$ cat src/rtl/adder_seq_pkg.sv
// Shared types and constants for the wide_add_sequencer slice.
// Holds the controller state encoding, default slice geometry and the index-width helper.
// No logic lives here; everything is compile-time.
package adder_seq_pkg;

  typedef enum logic [1:0] {
    IDLE = 2'd0,
    CALC = 2'd1,
    HOLD = 2'd2
  } state_t;

  localparam int DEF_SLICE_BITS = 8;
  localparam int DEF_NUM_SLICES = 4;

  // Slice index width; a single-slice build still needs a 1-bit index register.
  function automatic int idx_width(input int num_slices);
    return (num_slices <= 1) ? 1 : $clog2(num_slices);
  endfunction

endpackage

$ cat src/rtl/rca_slice.sv
// Combinational W-bit ripple-carry adder with carry in and carry out.
// Latency: zero cycles, purely combinational.
// Backpressure: none; outputs follow inputs.
module rca_slice
  import adder_seq_pkg::*;
#(
  parameter int W = DEF_SLICE_BITS
) (
  input  logic [W-1:0] a,
  input  logic [W-1:0] b,
  input  logic         cin,
  output logic [W-1:0] sum,
  output logic         cout
);

  logic [W:0] c;

  assign c[0] = cin;

  // One full adder per bit, carry chained LSB to MSB.
  for (genvar i = 0; i < W; i++) begin : g_fa
    assign sum[i]  = a[i] ^ b[i] ^ c[i];
    assign c[i+1]  = (a[i] & b[i]) | (c[i] & (a[i] ^ b[i]));
  end

  assign cout = c[W];

endmodule

$ cat src/rtl/wide_add_sequencer.sv
// Wide adder that time-shares one SLICE_BITS ripple-carry slice, LSB slice first (WIDE_ADD_SUB_EN adds A-B mode).
// Latency: out_valid rises NUM_SLICES clock edges after the accepting edge.
// Backpressure: result held in HOLD until out_ready; no new request accepted until back in IDLE.
module wide_add_sequencer
  import adder_seq_pkg::*;
#(
  parameter  int SLICE_BITS = DEF_SLICE_BITS,
  parameter  int NUM_SLICES = DEF_NUM_SLICES,
  localparam int TOTAL_BITS = SLICE_BITS * NUM_SLICES
) (
  input  logic                  clk,
  input  logic                  reset,
  input  logic                  in_valid,
  output logic                  in_ready,
  input  logic [TOTAL_BITS-1:0] A,
  input  logic [TOTAL_BITS-1:0] B,
`ifdef WIDE_ADD_SUB_EN
  input  logic                  sub,
`endif
  output logic                  out_valid,
  input  logic                  out_ready,
  output logic [TOTAL_BITS-1:0] result,
  output logic                  carryout
);

  localparam int IW = idx_width(NUM_SLICES);

  state_t                  state_q;
  state_t                  state_d;
  logic [IW-1:0]           idx_q;
  logic                    carry_q;
  logic [TOTAL_BITS-1:0]   a_q;
  logic [TOTAL_BITS-1:0]   b_q;
`ifdef WIDE_ADD_SUB_EN
  logic                    sub_q;
`endif

  logic [SLICE_BITS-1:0]   a_sl;
  logic [SLICE_BITS-1:0]   b_sl;
  logic [SLICE_BITS-1:0]   b_op;
  logic [SLICE_BITS-1:0]   sum_sl;
  logic                    cout_sl;
  logic                    last_slice;

  assign last_slice = (idx_q == IW'(NUM_SLICES - 1));

  // Pick the operand slice addressed by the current index (B inverted when subtracting).
  always_comb begin
    a_sl = '0;
    b_sl = '0;
    for (int s = 0; s < NUM_SLICES; s++) begin
      if (idx_q == IW'(s)) begin
        a_sl = a_q[s*SLICE_BITS +: SLICE_BITS];
        b_sl = b_q[s*SLICE_BITS +: SLICE_BITS];
      end
    end
`ifdef WIDE_ADD_SUB_EN
    b_op = sub_q ? ~b_sl : b_sl;
`else
    b_op = b_sl;
`endif
  end

  rca_slice #(
    .W(SLICE_BITS)
  ) u_slice (
    .a   (a_sl),
    .b   (b_op),
    .cin (carry_q),
    .sum (sum_sl),
    .cout(cout_sl)
  );

  // Controller state register.
  always_ff @(posedge clk or negedge reset) begin
    if (!reset) begin
      state_q <= IDLE;
    end else begin
      state_q <= state_d;
    end
  end

  // Next-state and handshake outputs; input and output phases never overlap.
  always_comb begin
    state_d   = state_q;
    in_ready  = 1'b0;
    out_valid = 1'b0;
    case (state_q)
      IDLE: begin
        in_ready = 1'b1;
        if (in_valid) begin
          state_d = CALC;
        end
      end
      CALC: begin
        if (last_slice) begin
          state_d = HOLD;
        end
      end
      HOLD: begin
        out_valid = 1'b1;
        if (out_ready) begin
          state_d = IDLE;
        end
      end
      default: begin
        state_d = IDLE;
      end
    endcase
  end

  // Operand capture at accept, then one slice per cycle into result with the carry registered.
  always_ff @(posedge clk or negedge reset) begin
    if (!reset) begin
      a_q      <= '0;
      b_q      <= '0;
      idx_q    <= '0;
      carry_q  <= 1'b0;
      result   <= '0;
      carryout <= 1'b0;
`ifdef WIDE_ADD_SUB_EN
      sub_q    <= 1'b0;
`endif
    end else begin
      case (state_q)
        IDLE: begin
          if (in_valid) begin
            a_q   <= A;
            b_q   <= B;
            idx_q <= '0;
`ifdef WIDE_ADD_SUB_EN
            sub_q   <= sub;
            carry_q <= sub;
`else
            carry_q <= 1'b0;
`endif
          end
        end
        CALC: begin
          for (int s = 0; s < NUM_SLICES; s++) begin
            if (idx_q == IW'(s)) begin
              result[s*SLICE_BITS +: SLICE_BITS] <= sum_sl;
            end
          end
          carry_q <= cout_sl;
          if (last_slice) begin
            carryout <= cout_sl;
          end else begin
            idx_q <= idx_q + IW'(1);
          end
        end
        default: begin
        end
      endcase
    end
  end

endmodule

$ cat config.mk
export PLATFORM = sky130hd
export DESIGN_NAME = wide_add_sequencer
export DESIGN_NICKNAME = d
export VERILOG_FILES = /design/src/rtl/adder_seq_pkg.sv /design/src/rtl/rca_slice.sv /design/src/rtl/wide_add_sequencer.sv
export SDC_FILE = /design/constraint.sdc
export NUM_CORES = 1
export LEC_CHECK = 0
export ABC_CLOCK_PERIOD_IN_PS = 13300
export CAP_MARGIN = 20
export CELL_PAD_IN_SITES_DETAIL_PLACEMENT = 2
export CELL_PAD_IN_SITES_GLOBAL_PLACEMENT = 2
export CORE_MARGIN = 10
export CORE_UTILIZATION = 38
export DETAILED_ROUTE_END_ITERATION = 8
export GPL_ROUTABILITY_DRIVEN = 0
export HOLD_SLACK_MARGIN = 0.02
export PLACE_DENSITY = 0.93
export SYNTH_ARGS = -nofsm -noshare
export SYNTH_HDL_FRONTEND = slang
export SYNTH_HIERARCHICAL = 1
export SYNTH_SLANG_ARGS = --single-unit
$ cat constraint.sdc
create_clock -name clk -period 13.3 [get_ports clk]
set_input_delay 2.66 -clock clk [delete_from_list [all_inputs] [get_ports clk]]
set_output_delay 2.66 -clock clk [all_outputs]
set_load 0.02 [all_outputs]
==> impl_results.md <==
- Number of max-cap violations: 0
- Antenna Cells: 0
- DIE AREA: roughly 0.017 mm²
- # DRC: 0
- Leakage: 2.66 nW
- Core area: approximately 0.012 mm²
- Final WL: 13600 µm
- Critical path's slowest cell: dfrtp_1
- Worst Setup Start Kind: register
- Max clock buf depth: 2
- CP startpoint: idx_q[1]
- DR vias: 2999
- Cts hold-fix bufs: 0
- Initial antenna violation count: 0
- R2r startpoint: idx_q[1]
- Clk Latency, worst-skew pair: between 0.3 and 0.4 ns
- CP arrival: around 5.6 ns
- Mean Syn Cell Area: around 15 µm²
- Min-Delay Path Class: register to register
- PortBufs: approximately 100
- Standard-cell rows: 40
- Worst-case reg-to-reg path depth: 20
- First-pass GRT wire length: ~22000 µm
- Crit. End Element: register
- I/O pin count: around 100
- GRT Util Overall: approximately 16%
- Seq/Total Area, Yosys: 53.6%
- Largest net degree at the start of global routing: between 60 and 70
- Setup TNS: 0 ns
- Synth Register Bits: between 100 and 150
- Worst reg-to-reg setup slack: approximately 8 ns
- Initial Util: between 30% and 40%
- Antenna Nets Post-Route: 0
- Share of layout cells above drive strength 1: between 20% and 30%
- CP cell instances: inv_1 -> ha_1 -> buf_4 -> nor2b_1 -> buf_6 -> a22oi_1 -> a21oi_1 -> fa_1 -> inv_1 -> fa_1 -> inv_1 -> fa_1 -> fa_1 -> fa_1 -> fa_1 -> fa_1 -> inv_1 -> fa_1 -> inv_1 -> mux2_2
- RSZ-0062 raised after global routing: no
- Yosys cell types: 30
- Rel. slew slack: a little over two fifths
- Cts bufs inserted: 9
- Clk root buf: clkbuf_16
- Net Count, Synth: about 400
- Sink Count: about 100
- Final setup vio count: 0
- Crit path max fanout: 19
- Nets: 495
- Clock-pin slew on the worst setup and hold paths: approximately 0.07 ns
- Synthesis-to-finish area growth: 28.5%
- Chip Height: ~130 µm
- Final period utilization: about two fifths
- Synth area leaders: dfrtp_1 54%, mux2_4 19%, mux2_2 8.7%
- Worst vdd ir: 0.0960 mV
- Grt ovf: 0
- Fin crit period: around 5.3 ns
- Slowest cell delay on critical path: 0.42 ns
- Drt wl/cell: around 23 µm
- Cell Area, Synth: between 0.004 and 0.005 mm²
- Critical path class: register to register
- Pwr Total: between 0.0015 and 0.002 W
- Iter 0 DRT Violations: 147
- Synth warnings: 6
- R2r endpoint: result[15]
- Post-DP HPWL: around 10000 µm
- Post-CTS setup buffer count: 0
- Critical Path RT: 13.59 ns
- Final Max Tran Viols: 0
- Vias in the first global route: between 3000 and 4000
- Status: finished, final reports clean
- Crit path to: result[15]
- Synth Instances: about 310
- Post-cts sizing count: 0
- CTS tree: built
- Htree depth: 3
- Maximum clock frequency: around 190 MHz
- Die W: between 100 and 150 µm
- Worst slew pin tran: between 0.8 and 0.9 ns
- Power per cell area: roughly 300 mW/mm²
- Initial DRT Pass Iterations: 4
- Area leader, netlist: dfrtp_1
- Crit-path most repeated cell: fa_1
- Final hold vios: 0
- Fin Clk Skew: ~0.0066 ns
- Vias/cell: slightly above 5
- Share of Yosys cell area claimed by the top area cell type: between 50% and 60%
## how the worst min path moves through the flow
stage | startpoint | endpoint | slack, ns | depth (start not counted)
after floorplan | b_q[19] | b_q[19] | 0.47 | 1
after global placement | result[29] | result[29] | 0.49 | 1
after detailed placement | result[29] | result[29] | 0.50 | 1
after CTS | result[2] | result[2] | 0.51 | 1
after global routing | result[29] | result[29] | 0.53 | 1
final | result[2] | result[2] | 0.51 | 1
## critical path, delay by kind of cell, from the launching register on
family                     cells  cell delay [ns]
adders and majority gates      9             3.14
muxes                          1             0.17
AOI/OAI and AO/OA              2             0.34
DFF                            1             0.42
buffers and inverters          7             0.91
and+or+nand+nor                1             0.22
## where the power goes
part	internal (W)	switching, W
logic	0.000529	0.000507
registers	0.000478	0.000117
clock network	0.000133	0.000110
total	0.00114	0.000733
## layer usage
| layer | GRT usage, % | wire length (µm) |
|---|---|---|
| met1 | 18.9 | 5990 |
| met2 | 26.7 | 6660 |
| met3 | 3.96 | 736 |
| met4 | 5.56 | 177 |
| met5 | 0 | 0 |
## metrics by stage
step / cell area, µm² / setup WS, ns / utilization, % / cells / hold WS [ns]
finish: 6120 / 8.04 / 50.4 / 585 / 0.506
global route: 6120 / 7.78 / 50.4 / 585 / 0.528
CTS: 6120 / 8.00 / 50.4 / 585 / 0.510
detailed placement: 5860 / 8.07 / 48.2 / 572 / 0.497
global placement: 5850 / 8.35 / 48.1 / 571 / 0.490
floorplan: 4760 / 8.65 / - / 311 / 0.474
## layout by cell type (no fill, tap or decap), types with 2 or more instances in the layout
cell type | Yosys | layout
a21oi_1 | 15 | 15
ha_1 | 4 | 4
or3b_2 | 2 | 2
a22oi_1 | 15 | 15
clkinv_2 | 0 | 2
o21ai_0 | 4 | 4
inv_1 | 13 | 13
clkbuf_16 | 0 | 9
nand2_2 | 4 | 4
nor2_1 | 2 | 2
fa_1 | 8 | 8
mux2_4 | 60 | 60
buf_4 | 1 | 5
nor2b_1 | 2 | 2
a22o_1 | 3 | 3
dfrtp_1 | 102 | 102
mux2_2 | 37 | 37
clkdlybuf4s50_1 | 0 | 101
clkbuf_8 | 0 | 2
nand2b_1 | 2 | 2
o22ai_1 | 15 | 15
## Yosys cell counts, drive strengths merged
library cell and number:
ha 4, clkinv 1, a31oi 1, nand3b 1, nand2b 2, buf 11, nand2 5, nor2 3
o21bai 1, fa 8, clkbuf 3, or3b 2, nor2b 2, o21ai 4, inv 13, and2 1
mux2i 1, a21oi 15, a22oi 15, mux2 97, dfrtp 102, or3 1, o22ai 15, a22o 3
## kinds of logic after synthesis
family / count (synthesis) / synth area share (%)
AO/OA/AOI/OAI: 54 / 7.17
adder cells (fa/ha/maj): 12 / 4.41
buffers and inverters: 28 / 4.73
flip-flops: 102 / 53.6
multiplexers: 98 / 27.9
AND/OR/NAND/NOR: 17 / 2.26
## flip-flops by register name, summed over array words and instances (netlist names)
| signal | flops |
|---|---|
| a_q | 32 |
| carry_q | 1 |
| b_q | 32 |
| idx_q | 2 |
| carryout | 1 |
| result | 32 |
| state_q | 2 |
## layout make-up
cell class	count	area, µm²
clock inverters	2	10.0
inverters	14	52.6
flip-flops and latches	102	2550
repair buffers	107	1060
well taps	168	210
multi-input cells	181	1990
clock buffers	11	253
fillers	1128	6040
No activity file was read; power rests on OpenSTA's default activity.
==> edit 1: new RTL, same settings <==
Set the package constant `DEF_NUM_SLICES` to 8 (it was 4).
--- a/src/rtl/adder_seq_pkg.sv
+++ b/src/rtl/adder_seq_pkg.sv
@@ -11,5 +11,5 @@
 
   localparam int DEF_SLICE_BITS = 8;
-  localparam int DEF_NUM_SLICES = 4;
+  localparam int DEF_NUM_SLICES = 8;
 
   // Slice index width; a single-slice build still needs a 1-bit index register.
Ports: changed (resized A, B and result); port bits go from 103 to 199. The function was not compared with the original's and may differ.
==> edit 1 against the unedited design <==
  * Cell count grew 110%
  * First-iteration DRC count grew to 3.2 times the old value
  * Synthesized area grew 97%
  * Setup slack lost 1.2 ns
  * Total power grew 100%
  * Sequential cell count grew 97
  * Routed wire length grew 140%
  * Design area grew 97%
  * Critical endpoint is now result[47]
  * Largest power group unchanged
==> edit 1: results (changes against the unedited design) <==
[cells_and_area]
layout-drive-gt1-share = 0.158  ; -0.140
nets = 1014  ; +100%
layout.nonclk_buf_frac = 0.173  ; about the same
nMultiInputCombCells = 412  ; +130%
regArea_mm2 = 0.00498  ; +95%
reg_top3 = a_q x64, b_q x64, result x64
design_area_mm2 = 0.0121  ; +97%
non_clock_inverter_count = 31  ; +17
signal_buffers = 207  ; +93%
final_cell_count_no_fill = 1205  ; +110%
multi_input_area_mm2 = 0.00391  ; +97%
clockNetworkAreaShare = 0.0467  ; +0.00377
fill_cells = 2316  ; +110%

[grt]
grt_pass1_vias = 7626  ; +110%
grt_usage = 0.207  ; +0.0498
grt_max_degree = 117  ; +75%
grt_antenna_before_repair = 0  ; unchanged
grt_pass1_wl_um = 49300  ; +130%

[detailed_routing]
m1WireLength_um = 13000  ; +120%
met2_length_um = 16900  ; +150%
vias = 6546  ; +120%
routed_wl_um = 32900  ; +140%
dr_wl_met3_um = 2000  ; +170%
dr.first_iter.drc_count = 465  ; +220%

[power]
powerComb_mw = 2.09  ; +100%
p_seq_mw = 1.15  ; +94%
irDropWorstVdd_mv = 0.289  ; +200%
netSwitchingFraction = 0.444  ; +0.0525
leakagePower_nw = 5.02  ; +89%
power_frac_seq = 0.306  ; -0.011

[yosys]
synthTopCellsByCount = 199 x dfrtp_1, 120 x mux2_1, 50 x mux2_2
synth_nets = 841  ; +120%
seq_area_frac_synth = 0.531  ; -0.00476
synth.area.top_cells = dfrtp_1 53%, mux2_1 14%, mux2_2 6.0%
ys.flop_type = dfrtp_1
syn_inst = 695  ; +120%
yosysUniqueCellTypes = 37  ; +23%

[critical_path]
critical-path-max-stage-delay_ns = 0.80  ; +0.38 ns
cpMaxStageDelayCell = ha_1
crit_fanout = 21  ; +2
crit_arrival_ns = 6.89  ; +1.34 ns

[clock_tree]
cts_max_level = 4  ; +1
clock_latency_ns = 0.44  ; +0.09 ns
ctsResizeCount = 0  ; unchanged
clkSinkCount = 199  ; +95%
cts_made_buffers = 17  ; +8

[sta]
fin_skew_ns = 0.0118  ; +0.00518 ns
maxSlewHeadroom = 0.313  ; -0.126

[placed_design]
dp_hpwl_um = 23400  ; +130%
pre_cts_ws_ns = 7.09  ; -0.987 ns
io_buffers = 198  ; +94%
place_area_mm2 = 0.0114  ; +95%

[floorplanning]
die_area_mm2 = 0.0314  ; +80%

[min_path]
worst_hold_path_type = reg -> reg

[status]
outcome = finished clean

==> edit 1: kinds of logic (layout without fill, tap and decap cells) <==
logic type	Yosys count	in the layout	synth area share
mux	195	195	0.244
compound gates	136	136	0.101
flops	199	199	0.531
simple gates	67	67	0.0474
buf+inv	84	270	0.0524
fa+ha+maj	14	14	0.0251
==> edit 1: worst paths after layout <==
check | startpoint | to | slack (ns) | cells past startpoint
worst max register to register | idx_q[2] | result[47] | 6.79 | 18
min in group asynchronous | reset | result[25] | 2.33 | 1
worst min register to register | a_q[53] | a_q[53] | 0.49 | 1
worst min-delay path | a_q[53] | a_q[53] | 0.49 | 1
worst max-delay path | idx_q[2] | result[47] | 6.79 | 18
max in group asynchronous | reset | a_q[27] | 9.73 | 3
==> edit 1: routing by layer <==
layer	vias to the layer above	GRT usage
li1	2856	-
met1	3412	0.243
met2	233	0.370
met3	45	0.0444
met4	0	0.0662
met5	-	0
==> edit 2: new RTL, same settings <==
Without the edit above. Re-encode `state_t` (3 states) as one-hot, 3 bits wide.
--- a/src/rtl/adder_seq_pkg.sv
+++ b/src/rtl/adder_seq_pkg.sv
@@ -4,8 +4,8 @@
 package adder_seq_pkg;
 
-  typedef enum logic [1:0] {
-    IDLE = 2'd0,
-    CALC = 2'd1,
-    HOLD = 2'd2
+  typedef enum logic [2:0] {
+    IDLE = 3'b001,
+    CALC = 3'b010,
+    HOLD = 3'b100
   } state_t;
 
Behaviour: no difference found for any inputs over 10 cycles, from zero or initial values and one cycle with reset low; not proved beyond that.
==> edit 2 against the unedited design <==
  * Routed wire length increased by 13%
  * Die area decreased by 0.98%
  * Sequential cell count increased by 1
  * Via count increased by 11%
  * Clock skew increased by 0.0016 ns
  * Total power decreased by 7.7%
  * Sequential power decreased by 6.7%
  * Clock power increased by 20%
  * Synthesized area decreased by 1.2%
  * Synthesized cell count increased by 25%
  * Design area increased by 0.76%
  * Setup slack got worse by 0.30 ns
  * Largest power group unchanged
  * Critical endpoint is now result[23]
  * Non-clock buffer count decreased by 1
==> edit 2: results (changes against the unedited design) <==
[status]
outcome = finished clean

[power]
irDropWorstVdd_mv = 0.130  ; +36%

[yosys]
synth_compound_area_frac = 0.104  ; +0.0322
synth_fa_ha_area_frac = 0.0446  ; +0.000516
synthTopCellsByCount = 102 x dfrtp_1, 48 x mux2_1
synthMuxAreaShare = 0.196  ; -0.0826
synth_nets = 468  ; +20%
synth.area.top_cells = dfrtp_1 54%, mux2_1 11%, mux2_2 8.1%

[sta]
fin_skew_ns = 0.00816  ; +0.00159 ns
finalCriticalPeriod_ns = 5.56  ; +0.295 ns

[grt]
grt_usage = 0.177  ; +0.0192
grt_pass1_wl_um = 23900  ; +11%
grt_pass1_vias = 3979  ; +11%
grt_max_degree = 79  ; +18%

[detailed_routing]
dr.first_iter.drc_count = 160  ; +8.8%
vias = 3330  ; +11%
wl_per_cell_um = 23.5  ; +1.4%
via_per_inst = 5.11  ; -0.37%
met2_length_um = 8030  ; +21%

[placed_design]
dp_hpwl_um = 11000  ; +6.7%
pre_cts_ws_ns = 7.89  ; -0.184 ns
place_area_mm2 = 0.00582  ; -0.75%

[cells_and_area]
fill_cells = 1154  ; +2.3%
layout-drive-gt1-share = 0.118  ; -0.180
nets = 559  ; +13%

[critical_path]
r2r_slack_ns = 7.74  ; -0.30 ns
cpMaxStageDelayCell = ha_1
crit_arrival_ns = 5.86  ; +0.31 ns

edit 2: metal layers:
layer | track usage | up-vias
li1 | - | 1504
met1 | 0.204 | 1712
met2 | 0.305 | 96
met3 | 0.0621 | 18
met4 | 0.0457 | 0
met5 | 0 | -
edit 2: area by class of cell:
class | count | area, um^2 | area share
clock buffer | 13 | 260 | 0.0422
clock inverter | 3 | 65.1 | 0.0105
inverter | 30 | 113 | 0.0182
multi-input combinational | 229 | 1880 | 0.304
sequential | 103 | 2580 | 0.418
tap | 168 | 210 | 0.0341
timing repair buffer | 106 | 1070 | 0.173
edit 2: worst paths after layout:
path                       startpoint         end
hold reg to reg               b_q[25]     b_q[25]
max in group asynchronous       reset     b_q[10]
setup / recovery             idx_q[1]  result[23]
setup reg to reg             idx_q[1]  result[23]
min in group asynchronous       reset     a_q[28]
hold / removal                b_q[25]     b_q[25]
edit 2: where the power goes:
| group | internal (mW) | switching (mW) |
|---|---|---|
| clock network | 0.175 | 0.116 |
| registers | 0.460 | 0.0945 |
| logic | 0.371 | 0.512 |
